===== src/rtl/fetch_unit.sv =====
// Instruction fetch unit.
// Issues single-outstanding reads to instruction memory, buffers the returned
// words with their addresses in a small prefetch queue, and presents one
// registered instruction per cycle to decode.
//
// Memory handshake:
//   imem_req is the request valid and imem_addr is its payload. Once imem_req
//   rises, both hold steady until the cycle in which imem_ack=1. imem_ack is the
//   ready/complete strobe. The transfer happens in any cycle where
//   imem_req && imem_ack, and imem_rdata is valid in that same cycle.
//   The ack can come in the first request cycle. Only one request is ever
//   outstanding.
//
// On a redirect (is_branch_taken) the queue is flushed and fetch restarts at
// branch_target. A request that is already in flight cannot be withdrawn. It is
// finished in the DROP state and its data is thrown away.
module fetch_unit #(
    parameter logic [15:0] RESET_PC = 16'h0000,
    parameter int          QDEPTH   = 4
) (
    input  logic        clk,
    input  logic        reset,
    input  logic        stall,
    input  logic        is_branch_taken,
    input  logic [15:0] branch_target,
    output logic        imem_req,
    output logic [15:0] imem_addr,
    input  logic        imem_ack,
    input  logic [15:0] imem_rdata,
    output logic [15:0] instr,
    output logic [15:0] pc_out,
    output logic        instr_valid,
    output logic [1:0]  dbg_state
);

    localparam int PW = $clog2(QDEPTH);
    localparam int CW = PW + 1;
    localparam logic [CW-1:0] QDEPTH_C = CW'(QDEPTH);

    typedef enum logic [1:0] {
        ST_IDLE = 2'd0,
        ST_REQ  = 2'd1,
        ST_DROP = 2'd2
    } state_t;

    state_t        state, state_nxt;
    logic [15:0]   fpc, fpc_nxt;
    logic [15:0]   drop_addr, drop_addr_nxt;

    logic [15:0]   q_pc   [QDEPTH];
    logic [15:0]   q_data [QDEPTH];
    logic [PW-1:0] wr_ptr, rd_ptr;
    logic [CW-1:0] count;
    logic [CW-1:0] count_after_push;

    logic          push;
    logic          pop;
    logic          q_empty;

    assign q_empty   = (count == '0);
    assign dbg_state = state;

    // Pop happens whenever decode can take a word and no redirect overrides it.
    assign pop = !is_branch_taken && !stall && !q_empty;

    // Occupancy after this cycle's push and pop. It decides whether another request may follow.
    assign count_after_push = count + CW'(1) - (pop ? CW'(1) : CW'(0));

    // Memory FSM next-state, fetch PC update and request outputs.
    always_comb begin
        state_nxt     = state;
        fpc_nxt       = fpc;
        drop_addr_nxt = drop_addr;
        push          = 1'b0;
        imem_req      = 1'b0;
        imem_addr     = fpc;
        case (state)
            ST_IDLE: begin
                if (is_branch_taken) begin
                    fpc_nxt   = branch_target;
                    state_nxt = ST_REQ;
                end else if (count < QDEPTH_C) begin
                    state_nxt = ST_REQ;
                end
            end
            ST_REQ: begin
                imem_req = 1'b1;
                if (is_branch_taken) begin
                    fpc_nxt = branch_target;
                    if (imem_ack) begin
                        state_nxt = ST_REQ;
                    end else begin
                        // Keep presenting the old address until memory finishes it.
                        drop_addr_nxt = fpc;
                        state_nxt     = ST_DROP;
                    end
                end else if (imem_ack) begin
                    push    = 1'b1;
                    fpc_nxt = fpc + 16'd1;
                    if (count_after_push < QDEPTH_C) begin
                        state_nxt = ST_REQ;
                    end else begin
                        state_nxt = ST_IDLE;
                    end
                end
            end
            ST_DROP: begin
                imem_req  = 1'b1;
                imem_addr = drop_addr;
                if (is_branch_taken) begin
                    // Last redirect wins. An ack in the same cycle still ends the old request.
                    fpc_nxt = branch_target;
                end
                if (imem_ack) begin
                    state_nxt = ST_REQ;
                end
            end
            default: begin
                state_nxt = ST_IDLE;
            end
        endcase
    end

    // FSM state, fetch PC and held drop address registers.
    always_ff @(posedge clk or posedge reset) begin
        if (reset) begin
            state     <= ST_IDLE;
            fpc       <= RESET_PC;
            drop_addr <= RESET_PC;
        end else begin
            state     <= state_nxt;
            fpc       <= fpc_nxt;
            drop_addr <= drop_addr_nxt;
        end
    end

    // Queue pointers and occupancy. A redirect empties the queue.
    always_ff @(posedge clk or posedge reset) begin
        if (reset) begin
            wr_ptr <= '0;
            rd_ptr <= '0;
            count  <= '0;
        end else if (is_branch_taken) begin
            wr_ptr <= '0;
            rd_ptr <= '0;
            count  <= '0;
        end else begin
            if (push) begin
                wr_ptr <= wr_ptr + PW'(1);
            end
            if (pop) begin
                rd_ptr <= rd_ptr + PW'(1);
            end
            case ({push, pop})
                2'b10:   count <= count + CW'(1);
                2'b01:   count <= count - CW'(1);
                default: count <= count;
            endcase
        end
    end

    // Queue storage. Entries are only read when the count says they are valid.
    always_ff @(posedge clk) begin
        if (push) begin
            q_pc[wr_ptr]   <= fpc;
            q_data[wr_ptr] <= imem_rdata;
        end
    end

    // Registered decode-side outputs. Redirect clears them, stall holds them.
    always_ff @(posedge clk or posedge reset) begin
        if (reset) begin
            instr       <= 16'h0000;
            pc_out      <= 16'h0000;
            instr_valid <= 1'b0;
        end else if (is_branch_taken) begin
            instr       <= 16'h0000;
            pc_out      <= 16'h0000;
            instr_valid <= 1'b0;
        end else if (!stall) begin
            if (!q_empty) begin
                instr       <= q_data[rd_ptr];
                pc_out      <= q_pc[rd_ptr];
                instr_valid <= 1'b1;
            end else begin
                instr       <= 16'h0000;
                instr_valid <= 1'b0;
            end
        end
    end

endmodule


===== config.mk =====
export PLATFORM = sky130hd
export DESIGN_NAME = fetch_unit
export DESIGN_NICKNAME = d
export VERILOG_FILES = /design/src/rtl/fetch_unit.sv
export SDC_FILE = /design/constraint.sdc
export NUM_CORES = 1
export LEC_CHECK = 0
export ABC_AREA = 1
export CORE_ASPECT_RATIO = 0.8
export CORE_MARGIN = 2
export CORE_UTILIZATION = 37
export CTS_CLUSTER_DIAMETER = 100
export DETAILED_ROUTE_END_ITERATION = 16
export HOLD_SLACK_MARGIN = 0.12
export SKIP_LAST_GASP = 1
export SLEW_MARGIN = 20
export SYNTH_ARGS = -nofsm -noshare
export SYNTH_HDL_FRONTEND = slang
export SYNTH_SLANG_ARGS = --single-unit
export TNS_END_PERCENT = 100

===== constraint.sdc =====
create_clock -name clk -period 8.4 [get_ports clk]
set_clock_uncertainty 0.05 [all_clocks]
set_input_delay 1.68 -clock clk [delete_from_list [all_inputs] [get_ports clk]]
set_output_delay 1.68 -clock clk [all_outputs]
set_load 0.1 [all_outputs]

Word level (Yosys, flattened, before mapping)

Memory sizes are Yosys's and may differ from the RTL's.
Index checks and enable logic that the tools add are counted.

Add/subtract/negate cells: 6
$lt $le $gt $ge: 2
Equality and inequality tests: 10
Muxes and demuxes: 35
Bitwise operators: 1
Reductions and logical operators: 17

Operators with widths:

| kind                                                                    | count |
|---|---|
| 16-bit 2-to-1 mux                                                       | 10 |
| 16-bit one-hot mux with 2 select lines                                  | 1 |
| 2-bit 2-to-1 mux                                                        | 10 |
| 16-bit by 1-bit adder with 16-bit output, second input constant         | 1 |
| 1-bit 2-to-1 mux                                                        | 11 |
| 3-bit AND reduction                                                     | 3 |
| 3-bit less-than comparator, second input constant                       | 2 |
| 3-bit inequality test, second input constant                            | 2 |
| 2-bit one-hot mux with 3 select lines                                   | 1 |
| 3-bit one-hot mux with 2 select lines                                   | 1 |
| 2-bit nonzero test                                                      | 3 |
| 2-bit by 1-bit adder with 2-bit output, second input constant           | 2 |
| 2-bit by 1-bit equality test with 1-bit output, second input constant   | 2 |
| 2-bit equality test, second input constant                              | 2 |
| 2-bit by 1-bit inequality test with 1-bit output, second input constant | 2 |
| 2-bit inequality test, second input constant                            | 2 |
| 2-bit OR reduction                                                      | 2 |
| 3-bit by 1-bit adder with 3-bit output, second input constant           | 1 |
| 1-bit logical NOT                                                       | 3 |
| 3-bit logical NOT                                                       | 1 |
| 3-bit 2-to-1 mux                                                        | 1 |
| 3-bit nonzero test                                                      | 1 |
| 3-bit by 1-bit subtractor with 3-bit output                             | 1 |
| 3-bit by 1-bit subtractor with 3-bit output, second input constant      | 1 |
| other kinds (4)                                                         | 5 |

Register bits: 74
RAM bits: 128
Logic and storage cells: 82
Memories: 2

Memories:

| memory | depth | width | read ports | clocked after Yosys merged registers in | write ports | line | RTL |
|---|---|---|---|---|---|---|---|
| q_data | 4     | 16    | 1          | 0                                       | 1           | 51   | `logic [15:0] q_data [QDEPTH];` |
| q_pc   | 4     | 16    | 1          | 0                                       | 1           | 50   | `logic [15:0] q_pc [QDEPTH];` |

Logic depth before layout (Yosys ltp)

Word-level depth: 10
Depth in mapped cells: 11

Worst setup path before layout

OpenSTA, ideal clock, no wires.

Path kind: reg-to-output
From: register state[0] (netlist: dbg_state[0])
To: output imem_addr[11]
Arrival: 3.836 ns
Slack: 2.834 ns
Cell stages (with the launch flop): 6
Cell sequence: dfrtp_1 -> inv_1 -> ha_1 -> clkbuf_1 -> clkbuf_1 -> o21ai_0

Word-level cells in the longest chain between the ends: 2

RTL lines:

| element                | line | RTL |
|---|---|---|
| from (decl)            | 46   | `state_t state, state_nxt;` |
| from (signal assigned) | 131  | `state <= state_nxt;` |
| 2-bit equality test    | 77   | `case (state)` |
| 16-bit 2-to-1 mux      | 77   |  |
| to (decl)              | 27   | `output logic [15:0] imem_addr,` |

No other way between the ends.

Worst setup path after layout

From: register state[0] (netlist: dbg_state[0])
To: output imem_addr[10]

The elaborated chain is that of the path after synthesis.

==> impl_metrics.env <==
export IMPL_status="completed"
export IMPL_min_path_cells=2
export IMPL_synth_distinct_cells=24
export IMPL_rows=49
export IMPL_clock_latency_ns=0.49
export IMPL_synthMuxAreaShare=0
export IMPL_dieArea_sq_um=24260
export IMPL_required_ns=6.67
export IMPL_min_to="drop_addr[0]"
export IMPL_min_period_ns=4.980
export IMPL_die_h_microns=139.7
export IMPL_cts_max_level=1
export IMPL_first_iter_violations=479
export IMPL_mappedNetlistArea_sq_um=8519
export IMPL_maxCapViolCount=0
export IMPL_synth_adder_area_share=0.01762
export IMPL_ctsResizeCount=0
export IMPL_period_share=0.5929
export IMPL_initial_core_util=0.3776
export IMPL_area_growth_pct=21.27
export IMPL_clockBufferDepth=3
export IMPL_critPathMaxFanout=34
export IMPL_drive_above_1_share=0.05727
export IMPL_start_kind="flop"
export IMPL_p_sw_frac=0.4579
export IMPL_grt_pass1_wl_microns=31680
export IMPL_first_pass_iters=5
export IMPL_rsz0062_at_grt="no"
export IMPL_antenna_found_initial=0
export IMPL_fp_dieW_microns=173.7
export IMPL_fp_coreArea_sq_um=22560
export IMPL_fmax_mhz=200.8
export IMPL_p_clk_frac=0.217
export IMPL_syn_num_nets=867
export IMPL_powerDensity_nw_per_um2=393.3
export IMPL_n_antenna_cell=0
export IMPL_cts_made_buffers=21
export IMPL_wl_microns=19810
export IMPL_yosysSeqAreaShare=0.6685
export IMPL_first_global_vias=5812
export IMPL_crit_path_end_kind="primary output"
export IMPL_holdBufCountCts=0
export IMPL_stdcell_count=1214
export IMPL_relSlewSlack=0.2720
export IMPL_drc=0
export IMPL_globalplace_congestion=0.7948
export IMPL_internal_power_w=0.002202
export IMPL_whs_ns=0.4399
export IMPL_multi_input_comb_area_sq_um=2475
export IMPL_post_place_cells=1178
export IMPL_viasPerCell=4.993
export IMPL_ir_worst_vdd_mv=0.3136
export IMPL_seq_area_sq_um=5695
export IMPL_tns_ns=0
export IMPL_p_seq_frac=0.358
export IMPL_cts_sinks=202
export IMPL_critical_path_class="reg -> out"
export IMPL_finalHoldViolCount=0
export IMPL_synth_compound_area_frac=0.1034
export IMPL_p_sw_w=0.001861
export IMPL_antenna_left=0
export IMPL_hold_start="drop_addr[0]"
export IMPL_root_buffer="clkbuf_16"
export IMPL_ys_warnings_count=0
export IMPL_synth_xor_area_frac=0.001028
export IMPL_slew_violations=0
export IMPL_r2r_end="q_pc[0][7]"
export IMPL_syn_instance_count=818
export IMPL_finalSetupViolations=0
export IMPL_critPathArrivalTime_ns=3.25
export IMPL_synth_simple_area_share=0.1665
export IMPL_grt_max_degree=66
export IMPL_io_pins=89
export IMPL_tightest_slew_ns=1.091
export IMPL_hold_class="reg -> reg"
export IMPL_cts_setup_buffers=0
export IMPL_wl_per_cell_microns=16.32
export IMPL_tritoncts="done"
export IMPL_fill_cells=2140
export IMPL_reg2reg_slack_ns=5.78
export IMPL_io_buffers=88
export IMPL_regToRegStartpoint="dbg_state[1]"
export IMPL_hpwlAfterDp_microns=12270
export IMPL_p_comb_frac=0.426
export IMPL_nets=944
export IMPL_num_vias=6062
export IMPL_synth_seq_cells=202
export IMPL_grt_total_usage=0.1621
export IMPL_r2r_cells=5
export IMPL_p_leak_nw=4.091
export IMPL_grt_overflow_total=0
export IMPL_path_clk_slew_ns=0.06
export IMPL_syn_avg_cell_area_sq_um=10.41
export IMPL_synth_top_family_by_area="simple AND/OR/NAND/NOR gates"
==> worst max-delay path, cell delays in order (launching register included) <==
cell and delay, ns:
dfrtp_1 0.45, inv_1 0.13, ha_1 0.78, nand2_1 0.11, o21ai_0 0.12, clkdlybuf4s50_1 1.17
==> layer usage <==
layer / global-route usage / vias to the layer above / wire, microns
met5: 0 / - / 0
met4: 0.03008 / 0 / 286
met3: 0.02732 / 24 / 953
met2: 0.2535 / 134 / 8799
met1: 0.2407 / 2935 / 9773
li1: - / 2969 / -
==> sequential cells by signal, summed over array words and instances (netlist names) <==
| register | count |
|---|---|
| fpc | 16 |
| rd_ptr | 2 |
| pc_out | 16 |
| dbg_state | 2 |
| drop_addr | 16 |
| q_pc | 64 |
| count | 3 |
| q_data | 64 |
| instr_valid | 1 |
| instr | 16 |
| wr_ptr | 2 |
==> power groups by stage <==
stage	Sequential, W	Clock, W	Combinational, W
after floorplan	0.00178	0	0.000965
after global placement	0.00147	0	0.00172
after detailed placement	0.00148	0	0.00173
after CTS	0.00146	0.000892	0.00174
after global routing	0.00148	0.000933	0.00186
final	0.00145	0.000880	0.00173
==> worst max path at each step <==
stage,startpoint,to,slack [ns],cells after the start
after detailed placement,is_branch_taken,q_pc[0][9],3.47,5
final,dbg_state[0],imem_addr[10],3.42,5
after global placement,is_branch_taken,q_pc[0][9],3.49,5
after floorplan,dbg_state[0],imem_addr[11],2.83,5
after CTS,dbg_state[0],imem_addr[10],3.38,5
after global routing,dbg_state[0],imem_addr[11],3.09,5
==> Yosys cell counts, drive strengths merged <==
master,n,area [sq um]
dfrtp,74,1852
a22oi,1,7.510
ha,12,150.1
nand4,5,31.28
buf,19,91.34
a22o,1,8.760
xor2,1,8.760
a31oi,1,6.260
nand3,62,320.3
nor3,2,20.02
a21oi,8,40.04
clkbuf,24,90.09
o22ai,34,212.7
nor2,104,397.9
inv,49,183.9
edfxtp,128,3844
o21ai,118,590.6
nand2,173,649.4
o211ai,2,15.01
==> stage by stage <==
stage	worst slack (ns)	instance area (sq um)	utilization	power, W
3_5_place_dp	3.470	9687	0.4293	0.003206
2_1_floorplan	2.834	8519	-	0.002750
3_3_place_gp	3.495	9687	0.4293	0.003198
4_1_cts	3.382	10330	0.4579	0.004087
6_report	3.420	10330	0.4579	0.004063
5_1_grt	3.093	10330	0.4579	0.004276
==> placed cells by master (no fill, tap or decap), types with 2 or more instances in the layout <==
master           synthesis  layout
nor2_2                   0       4
nand4_1                  5       5
dfrtp_1                 74      74
o21ai_0                116     116
nand3_2                  2       2
edfxtp_1               128     128
inv_1                   45      44
nor2_1                 103      99
o211ai_1                 2       2
clkinv_2                 0       3
nand3_1                 60      60
clkbuf_16                0      21
ha_1                    12      12
nand2_1                173     173
inv_2                    4       4
a21oi_1                  8       8
buf_4                    0       9
o21ai_1                  2       2
o22ai_1                 34      34
clkbuf_8                 0       6
clkdlybuf4s50_1          0      88
clkbuf_1                24       7
==> area by class of cell <==
cell class                 count  share of cell area
multi-input combinational    524              0.2396
clock inverter                 2           0.0009689
inverter                      49             0.01792
tap                          306             0.03706
clock buffer                  34             0.06140
timing repair buffer          97             0.09180
sequential                   202              0.5513
==> kinds of logic after synthesis <==
family / Yosys count
and+or+nand+nor: 346
DFF: 202
AOI/OAI and AO/OA: 165
buffers and inverters: 92
adders and majority gates: 12
xor gates and xnor gates: 1
No activity file was read; power rests on OpenSTA's default activity.
==> patch: new RTL, config.mk and constraints unchanged <==
The parameter `QDEPTH` goes from 4 to 2.
--- a/src/rtl/fetch_unit.sv
+++ b/src/rtl/fetch_unit.sv
@@ -17,5 +17,5 @@
 module fetch_unit #(
     parameter logic [15:0] RESET_PC = 16'h0000,
-    parameter int          QDEPTH   = 4
+    parameter int          QDEPTH   = 2
 ) (
     input  logic        clk,
Function: changed (a bounded check fails within 4 cycles, from zero or initial values and one cycle with reset high).
==> patch against the original RTL <==
Cell area fell by 28%; routed wire length fell by 34%; highest routed layer unchanged; sequential cell count fell by 67; synthesized area fell by 32%; cell count fell by 27%; synthesized cell count fell by 29%; total power fell by 25%; setup slack improved by 75 ps; fmax rose by 1.5%.
==> patch: results <==
[run_status]
status = complete, no violations

[yosys]
async_flop_share_pct = 52.59
synth_xor_xnor_area_share_pct = 0.1505
ys_seq_area_share_pct = 63.57
synthTopCellsByCount = nand2_1, nor2_1, dfrtp_1
synthAdderAreaFrac_pct = 1.290
synth_nets = 620
synth_compound_area_share_pct = 10.58
ys.flop_type = dfrtp_1

[place]
gp_congestion = 0.8330
place_area_mm2 = 0.006838

[global_routing]
grt_pass1_wl_um = 20840
grt_max_degree = 72
grt_use_met3_pct = 6.683

[power]
p_leak_nw = 3.035
internal-power_mw = 1.576
irDropWorstVdd_mv = 0.4322

[clock_tree]
cts_buffer_depth = 2
insertion_delay_ps = 410
cts_buffers = 17
htree_levels = 4

[drt]
wl_per_cell_um = 14.77
vias_per_cell = 4.811
drtIter0Drc = 302

[final_layout]
drive_gt1_share_pct = 7.578
nNetsFinal = 703

[sta]
tightest_slew_ps = 1021
patch: cell families (layout without fill, tap and decap cells):
kind of cell,count (synthesis),in the layout
AO/OA/AOI/OAI,100,100
XOR/XNOR,1,1
adder cells (fa/ha/maj),6,6
buffers and inverters,67,163
flip-flops,135,135
AND/OR/NAND/NOR,268,268
patch: cell type report:
type                    count  area, um2
fillers                  1423       7819
flip-flops and latches    135       3699
multi-input cells         375       1819
repair buffers             92      910.9
clock buffers              19      442.9
well taps                 210      262.8
inverters                  39      146.4
clock inverters            13      115.1
patch: per-stage QoR:
stage	setup WS, ps	std cells
finish	3494	883
floorplan	2834	577
global placement	4072	851
detailed placement	3963	851
CTS	3488	883
global route	3252	883
patch: routing by layer:
layer / wire (um) / vias to the layer above
li1: - / 2116
met1: 6363 / 2012
met2: 5715 / 110
met3: 885 / 10
met4: 75 / 0
met5: 0 / -
patch: worst paths after layout:
path | startpoint | to | slack, ps | depth (start not counted)
min in group asynchronous | reset | drop_addr[0]$_DFFE_PP0P_ | 1830 | 3
min reg2reg | pc_out[4]$_DFFE_PP0P_ | pc_out[4]$_DFFE_PP0P_ | 430 | 2
max in group asynchronous | reset | fpc[10]$_DFFE_PP0P_ | 5860 | 3
max reg2reg | dbg_state[0]$_DFFE_PP0P_ | fpc[11]$_DFFE_PP0P_ | 5570 | 10
max | dbg_state[0]$_DFFE_PP0P_ | imem_addr[7] | 3490 | 5
min | pc_out[4]$_DFFE_PP0P_ | pc_out[4]$_DFFE_PP0P_ | 430 | 2
patch: power by group through the flow:
stage | Sequential, mW | Clock (mW) | Combinational [mW]
2_1_floorplan | 1.21 | 0 | 0.828
3_3_place_gp | 0.997 | 0 | 1.33
3_5_place_dp | 1.00 | 0 | 1.35
4_1_cts | 0.991 | 0.705 | 1.35
5_1_grt | 1.01 | 0.735 | 1.44
6_report | 0.993 | 0.688 | 1.35
patch: critical path, stage by stage (launching register included):
cell and delay (ps):
dfrtp_1 450, inv_1 110, ha_1 780, nand2_1 110
o21ai_0 130, clkdlybuf4s50_1 1170
